### config.mk
export PLATFORM = sky130hd
export DESIGN_NAME = rf_scoreboard
export DESIGN_NICKNAME = d
export VERILOG_FILES = /design/src/rtl/rf_scoreboard.sv
export SDC_FILE = /design/constraint.sdc
export NUM_CORES = 1
export LEC_CHECK = 0
export CELL_PAD_IN_SITES_DETAIL_PLACEMENT = 1
export CELL_PAD_IN_SITES_GLOBAL_PLACEMENT = 1
export CORE_MARGIN = 3
export CORE_UTILIZATION = 44
export DETAILED_ROUTE_END_ITERATION = 10
export PLACE_DENSITY = 0.86
export SETUP_SLACK_MARGIN = 0.4
export SYNTH_ARGS = -nofsm -noshare
export SYNTH_HDL_FRONTEND = slang
export SYNTH_SLANG_ARGS = --single-unit
### constraint.sdc
create_clock -name clk -period 2.6 [get_ports clk]
set_clock_uncertainty 0.1 [all_clocks]
set_input_delay 0.26 -clock clk [delete_from_list [all_inputs] [get_ports clk]]
set_output_delay 0.26 -clock clk [all_outputs]
set_load 0.03 [all_outputs]
### src/rtl/rf_scoreboard.sv
// rf_scoreboard: parametrised two-read / one-write register file for the
// 16-bit CPU datapath. It adds same-cycle write-to-read forwarding, an
// optional hard-wired zero register, and a per-register pending scoreboard
// so decode can detect RAW hazards (reserve) and writeback can retire them.
module rf_scoreboard #(
    parameter int DATA_W   = 16,
    parameter int NUM_REGS = 8,
    parameter int ADDR_W   = $clog2(NUM_REGS),
    parameter bit ZERO_R0  = 1'b0,
    parameter bit BYPASS   = 1'b1
) (
    input  logic              clk,
    input  logic              rst,
    input  logic [ADDR_W-1:0] i_reg_x,
    input  logic [ADDR_W-1:0] i_reg_y,
    output logic [DATA_W-1:0] o_data_1,
    output logic [DATA_W-1:0] o_data_2,
    output logic              o_busy_1,
    output logic              o_busy_2,
    input  logic              i_RF_write,
    input  logic [ADDR_W-1:0] i_reg_w,
    input  logic [DATA_W-1:0] i_data_w,
    input  logic              i_reserve,
    input  logic [ADDR_W-1:0] i_reg_r,
    output logic              o_reserve_ok,
    output logic [ADDR_W:0]   o_pending_cnt
);

    logic [DATA_W-1:0]   mem_r [NUM_REGS];
    logic [NUM_REGS-1:0] pend_r;
    logic [ADDR_W:0]     cnt_r;

    logic                wr_en_s;
    logic                zero_x_s;
    logic                zero_y_s;
    logic                fwd_x_s;
    logic                fwd_y_s;
    logic [DATA_W-1:0]   data_1_s;
    logic [DATA_W-1:0]   data_2_s;
    logic                busy_1_s;
    logic                busy_2_s;
    logic                rsv_zero_s;
    logic                wr_hit_r_s;
    logic                reserve_ok_s;
    logic                rsv_set_s;
    logic                cnt_inc_s;
    logic                cnt_dec_s;
    logic [NUM_REGS-1:0] pend_next_s;
    logic [ADDR_W:0]     cnt_next_s;

    // Decode the address qualifiers: effective write, zero-register hits and forwarding hits.
    always_comb begin
        wr_en_s    = i_RF_write && !(ZERO_R0 && (i_reg_w == {ADDR_W{1'b0}}));
        zero_x_s   = ZERO_R0 && (i_reg_x == {ADDR_W{1'b0}});
        zero_y_s   = ZERO_R0 && (i_reg_y == {ADDR_W{1'b0}});
        fwd_x_s    = BYPASS && i_RF_write && (i_reg_w == i_reg_x);
        fwd_y_s    = BYPASS && i_RF_write && (i_reg_w == i_reg_y);
        rsv_zero_s = ZERO_R0 && (i_reg_r == {ADDR_W{1'b0}});
        wr_hit_r_s = wr_en_s && (i_reg_w == i_reg_r);
    end

    // Read port 1: zero register wins, then forwarded write data, then storage.
    always_comb begin
        data_1_s = mem_r[i_reg_x];
        busy_1_s = pend_r[i_reg_x];
        if (zero_x_s) begin
            data_1_s = {DATA_W{1'b0}};
            busy_1_s = 1'b0;
        end else if (fwd_x_s) begin
            // Forwarded data is final, so the reservation no longer blocks.
            data_1_s = i_data_w;
            busy_1_s = 1'b0;
        end else begin
            data_1_s = mem_r[i_reg_x];
            busy_1_s = pend_r[i_reg_x];
        end
    end

    // Read port 2: same priority as port 1.
    always_comb begin
        data_2_s = mem_r[i_reg_y];
        busy_2_s = pend_r[i_reg_y];
        if (zero_y_s) begin
            data_2_s = {DATA_W{1'b0}};
            busy_2_s = 1'b0;
        end else if (fwd_y_s) begin
            data_2_s = i_data_w;
            busy_2_s = 1'b0;
        end else begin
            data_2_s = mem_r[i_reg_y];
            busy_2_s = pend_r[i_reg_y];
        end
    end

    // Reserve arbitration and counter deltas; a write to the reserved register retires it first.
    always_comb begin
        reserve_ok_s = i_reserve && (rsv_zero_s || !pend_r[i_reg_r] || wr_hit_r_s);
        rsv_set_s    = reserve_ok_s && !rsv_zero_s;
        cnt_dec_s    = wr_en_s && pend_r[i_reg_w];
        // Re-reserving a register that the same write clears counts as +1 against its -1.
        cnt_inc_s    = rsv_set_s && (!pend_r[i_reg_r] || wr_hit_r_s);
        cnt_next_s   = cnt_r + {{ADDR_W{1'b0}}, cnt_inc_s} - {{ADDR_W{1'b0}}, cnt_dec_s};
    end

    // Next pending vector: clear on retiring write, then set on accepted reserve.
    always_comb begin
        pend_next_s = pend_r;
        if (wr_en_s) begin
            pend_next_s[i_reg_w] = 1'b0;
        end else begin
            pend_next_s = pend_r;
        end
        if (rsv_set_s) begin
            pend_next_s[i_reg_r] = 1'b1;
        end else begin
            pend_next_s[i_reg_r] = pend_next_s[i_reg_r];
        end
    end

    // State update: storage, pending bits and counter; reset overrides everything.
    always_ff @(posedge clk) begin
        if (rst) begin
            for (int i = 0; i < NUM_REGS; i++) begin
                mem_r[i] <= {DATA_W{1'b0}};
            end
            pend_r <= {NUM_REGS{1'b0}};
            cnt_r  <= {(ADDR_W + 1){1'b0}};
        end else begin
            if (wr_en_s) begin
                mem_r[i_reg_w] <= i_data_w;
            end
            pend_r <= pend_next_s;
            cnt_r  <= cnt_next_s;
        end
    end

    assign o_data_1      = data_1_s;
    assign o_data_2      = data_2_s;
    assign o_busy_1      = busy_1_s;
    assign o_busy_2      = busy_2_s;
    assign o_reserve_ok  = reserve_ok_s;
    assign o_pending_cnt = cnt_r;

endmodule

==> results of run 1 <==
==> layer usage <==
layer / global-route usage (%) / vias up / wire length, um
li1: - / 2440 / -
met1: 33.42 / 3010 / 10140
met2: 45.77 / 305 / 13470
met3: 4.097 / 63 / 1849
met4: 9.689 / 0 / 665
met5: 0 / - / 0
==> metrics by stage <==
step                cells  util, %  area, um^2  TNS, ps  worst slack, ps
floorplan             592        -        7964        0            124.6
global placement      896    52.11        9107    -1427           -457.4
detailed placement    896    52.11        9107    -1891           -616.3
CTS                   935    56.78        9923   -147.2           -75.57
global route          935    57.46       10040   -200.1           -100.5
finish                935    57.46       10040   -21.01           -17.43
==> final timing paths <==
check	from	slack, ps	to
hold / removal	i_reg_r[2]	380	pend_r[4]
setup / recovery	pend_r[3]	-20	o_pending_cnt[2]
setup reg to reg	pend_r[3]	-20	o_pending_cnt[2]
hold reg to reg	pend_r[0]	450	pend_r[0]
==> worst max-delay path: stages, from the launching register on <==
cell and delay, ps:
dfxtp_2 320, mux2_4 260, a221o_1 360, a221oi_4 330
o21ai_2 120, ha_4 230, inv_2 60, ha_4 130
inv_2 40, fa_2 360, xor2_2 160, nor2_1 50
==> cell usage in the layout (no fill, tap or decap), types with 3 or more instances in the layout <==
master / netlist / final
nand2_1: 9 / 9
a21oi_2: 0 / 9
and2_1: 128 / 128
inv_6: 0 / 4
dfxtp_1: 12 / 10
nor2b_1: 4 / 4
buf_12: 0 / 4
inv_2: 0 / 3
nor2_2: 0 / 3
mux2i_2: 0 / 4
a21oi_1: 35 / 26
dlygate4sd2_1: 0 / 7
nand2b_1: 3 / 3
mux2i_4: 0 / 8
inv_1: 13 / 10
clkinv_1: 0 / 3
buf_6: 0 / 13
mux4_2: 68 / 68
xnor2_1: 8 / 6
buf_4: 0 / 75
bufinv_16: 0 / 3
o2111ai_1: 5 / 5
nor3_1: 4 / 4
clkdlybuf4s50_1: 0 / 24
nand3b_1: 3 / 3
nor2_1: 48 / 45
clkbuf_16: 0 / 17
o21ai_1: 8 / 15
xor2_1: 4 / 3
mux2i_1: 37 / 25
edfxtp_1: 128 / 128
nand3_1: 5 / 5
==> logic make-up (layout without fill, tap and decap cells) <==
logic type,after synthesis,after routing
AO/OA/AOI/OAI,65,65
XOR/XNOR,12,12
adder cells (fa/ha/maj),5,5
buffers and inverters,56,174
flip-flops,140,140
multiplexers,106,106
AND/OR/NAND/NOR,208,208
==> state kept, by name, summed over array words and instances, names as in the netlist <==
| register | cells |
|---|---|
| mem_r | 128 |
| o_pending_cnt | 4 |
| pend_r | 8 |
==> power breakdown <==
part,switching (uW),internal (uW)
logic,786,637
registers,102,2620
clock network,999,1510
total,1890,4770
==> layout make-up <==
| type | instances | share of cell area [%] |
|---|---|---|
| clock buffers | 17 | 4.236 |
| inverters | 13 | 0.4859 |
| well taps | 225 | 2.803 |
| clock inverters | 15 | 1.694 |
| flip-flops and latches | 140 | 40.69 |
| repair buffers | 129 | 11.77 |
| multi-input cells | 396 | 38.31 |
==> what timing repair did <==
item / in CTS / in global routing
resized for setup: 37 / 29
gates cloned: 3 / 0
endpoints found under the setup margin: 39 / 32
hold buffers: 0 / 0
pin swaps: 7 / 13
buffers inserted: 4 / 0
==> out/results.tsv, run 1 <==
metric	value	unit
htreeDepth	4	
max_freq	382.1	MHz
yosysTopAreaCell	edfxtp_1	
max-slew-margin-rel	48.74	%
setup.worst_path.end_class	register	
p_leak	0.003713	uW
grt_pass1_wl	38510	um
yosysWarnings	0	
syn_inst	592	
post-route-drc-count	0	
path_clk_slew	60	ps
avgSynthCellArea	13.40	um^2
hold_depth	4	
fillCellCount	1710	
ant_nets	0	
outcome	finished, violations left	
synth_seq_cells	140	
synth_flop_cell	edfxtp_1	
cp_data_arrival_time	2840	ps
die-area	0.01968	mm^2
synthAdderAreaFrac	0.8830	%
holdCritPathClass	primary input to register	
yosysTopAreaCellShare	48.44	%
root_buffer	clkbuf_16	
wl_per_cell	27.94	um
multi_input_comb_area	0.003847	mm^2
violations	negative setup slack	
ys_async_sr_fraction	0	%
cts_sinks	140	
clk_latency	430	ps
yosysUniqueCellTypes	35	
tightestPinTransition	766.0	ps
yosys.area_share.simple	14.55	%
io_buffers	70	
yosys-top-cells-count	128 x and2_1, 128 x edfxtp_1, 68 x mux4_2, 48 x nor2_1, 37 x mux2i_1	
firstDrtPassIters	5	
seq_area_frac_synth	51.47	%
power_density	662.6	mW/mm^2
core-area	0.01748	mm^2
fin_hold_ws	381.4	ps
synth_edf_count	128	
hpwl	15070	um
area_delta_synth_final	26.55	%
rsz0062_at_grt	true	
worstPathRequired	2820	ps
grt-ovfl-total	0	
setup.worst_path.start_class	register	
r2r_cells	11	
synth_compound_area_share	4.778	%
synth_xor_area_share	1.325	%
cts_tree	yes	
finalSetupViolCount	2	
start_util	45.40	%
rows	48	
antenna_cells	0	
die_w	140.3	um
synthesis.nets	629	
worstSetupPathType	register to register	
p_total	6654	uW
synthTopCellsByArea	edfxtp_1 48%, mux4_2 19%, and2_1 10%	
grtUsageTotal	26.32	%
drv_slew	0	
vdd_drop_max	459.8	uV
layout_setup_ws	-17.43	ps
fin_crit_sh	100.7	%
crit_fanout	2	
nets	734	
post-route-min-period	2617	ps
ioPinCount	71	
synth_top_family_by_area	multiplexers	
place_congestion	0.8375	
syn_area	0.007935	mm^2
synthMuxAreaShare	24.11	%
post_drt_via_cell_ratio	6.222	
grt_max_degree	26	
hold_viol	0	
seqCellArea	0.004086	mm^2
cts_inserted_buffers	17	
num_vias	5818	
grt_pass1_vias	6360	
cts_max_path_buffers	2	
drv_cap	0	
drt_wl_total	26120	um
die_h	140.3	um
antenna_found_initial	0	
drt-initial-drc-count	577	
drive_gt1_share	33.10	%
(Power assumes the default switching activity.)
==> run 2: changes to the inputs <==
CORE_MARGIN = unset   (was 3)
==> run 2 against run 1 <==
The run still ends with negative setup slack left. Setup slack worse by 64 ps. Sequential power hardly changed. Via count up 8.1%. Sequential share of layout area down 1.2 points. Non-clock buffer count grew 23. Critical path type unchanged.
==> out/results.tsv, run 2 (same netlist as run 1, synthesis figures left out) <==
metric	value	unit	change
grt-ovfl-total	0		unchanged
grtUsageTotal	30.33	%	+4.0 points
power_density	681.2	mW/mm^2	+2.8%
io_buffers	70		unchanged
place_congestion	0.8249		-1.5%
top_register	mem_r		
area_delta_synth_final	30.53	%	
cts_max_path_buffers	2		unchanged
path_clk_slew	60	ps	about the same
vdd_drop_max	538.0	uV	+17%
drv_slew	0		unchanged
wl_per_cell	30.99	um	+11%
core-area	0.01748	mm^2	unchanged
cts_sinks	140		unchanged
crit_chain	mux2_4 -> a221o_1 -> a221oi_4 -> o21ai_2 -> ha_4 -> inv_2 -> ha_4 -> a21o_1 -> a21oi_2 -> xnor2_1 -> nor2_1		
setup.worst_path.start_class	register		
outcome	finished, violations left		
layout_setup_ws	-81.24	ps	-63.82 ps
drt-initial-drc-count	616		+6.8%
ant_nets	0		unchanged
crit_fanout	2		unchanged
root_buffer	clkbuf_16		
worstPathRequired	2830	ps	about the same
nets	757		+3.1%
tightestPinTransition	484.5	ps	-281.5 ps
max_freq	373.0	MHz	-2.4%
p_total	7055	uW	+6.0%
firstDrtPassIters	5		unchanged
design_area	0.01036	mm^2	+3.1%
grt_pass1_vias	6393		+0.52%
pre_cts_ws	-575.6	ps	+40.66 ps
setup.worst_path.end_class	register		
p_leak	0.003922	uW	+5.6%
num_vias	6290		+8.1%
cp_data_arrival_time	2910	ps	+70 ps
htreeDepth	4		unchanged
drt_wl_total	29690	um	+14%
max-slew-margin-rel	67.58	%	+19 points
post-route-drc-count	0		unchanged
post_drt_via_cell_ratio	6.566		+5.5%
largest_reg_flops	128		unchanged
ioPinCount	71		unchanged
hold_viol	0		unchanged
finalSetupViolCount	3		+1
fin_crit_sh	103.1	%	+2.5 points
holdCritPathClass	primary input to register		
post-route-min-period	2681	ps	+63.82 ps
cts_inserted_buffers	17		unchanged
cpPeakStageDelay	350	ps	about the same
cts_tree	yes		
placed_cell_area	0.009168	mm^2	+0.66%
grt_pass1_wl	39240	um	+1.9%
drv_cap	0		unchanged
drive_gt1_share	35.33	%	+2.2 points
critPathMostFrequentCell	ha_4		
grt_max_degree	36		+38%
worstSetupPathType	register to register		
antenna_found_initial	0		unchanged
antenna_cells	0		unchanged
final_util	59.26	%	+1.8 points
rows	48		unchanged
start_util	45.40	%	unchanged
rsz0062_at_grt	true		
die_w	136.3	um	-2.9%
die-area	0.01858	mm^2	-5.6%
die_h	136.3	um	-2.9%
violations	negative setup slack		
clk_latency	440	ps	about the same
layout_common_cells	128 x and2_1, 128 x edfxtp_1, 92 x buf_4		
cpMaxStageDelayCell	a221o_1		
hpwl	15760	um	+4.6%
[run 2: path summary, 6_finish.rpt]
path	start	to	slack (ps)	cells after the start
worst max-delay path	pend_r[7]	o_pending_cnt[3]	-80	11
worst max register to register	pend_r[7]	o_pending_cnt[3]	-80	11
worst min register to register	pend_r[0]	pend_r[0]	480	2
worst min-delay path	i_reg_r[2]	pend_r[7]	370	4
[run 2: worst max-delay path: cells and delay by family (launching register included)]
| kind | cells | cell delay [ps] |
|---|---|---|
| AOI/OAI and AO/OA | 5 | 1170 |
| adders and majority gates | 2 | 430 |
| DFF | 1 | 340 |
| muxes | 1 | 270 |
| xor gates and xnor gates | 1 | 150 |
| and+or+nand+nor | 1 | 70 |
| buffers and inverters | 1 | 40 |
[run 2: per-stage QoR]
stage / cells / hold slack [ps] / TNS [ps]
final: 958 / 371.5 / -118.2
after global routing: 958 / 395.6 / -405.1
after CTS: 943 / 373.6 / -163.6
after detailed placement: 899 / 435.4 / -1845
after global placement: 899 / 418.3 / -1359
after floorplan: 592 / 358.2 / 0
[run 2: final cells by class]
class	instances	area, um^2
clock buffers	20	436.7
clock inverters	12	219.0
fillers	1660	7119
inverters	13	48.80
multi-input cells	396	3821
flip-flops and latches	140	4086
well taps	225	281.5
repair buffers	152	1464
[run 2: power by group]
part           leakage, uW  total [uW]  switching [uW]  internal, uW
Combinational      0.00227        1500             822           675
Sequential         0.00134        2740             120          2620
Clock             0.000316        2810            1020          1790
Total              0.00392        7060            1960          5090
[run 2: timing repair]
item,in CTS,in global routing
setup endpoints to repair,39,27
gates resized for setup,32,38
pin swaps,5,11
gates cloned,3,1
hold buffers,0,0
buffers inserted,9,14
[run 2: layer usage]
metal / wire length (um) / track usage (%) / part of all wire, %
met5: 0 / 0 / 0
met4: 1542 / 13.95 / 5.2
met3: 2523 / 6.413 / 8.5
met2: 15170 / 53.53 / 51
met1: 10450 / 35.18 / 35
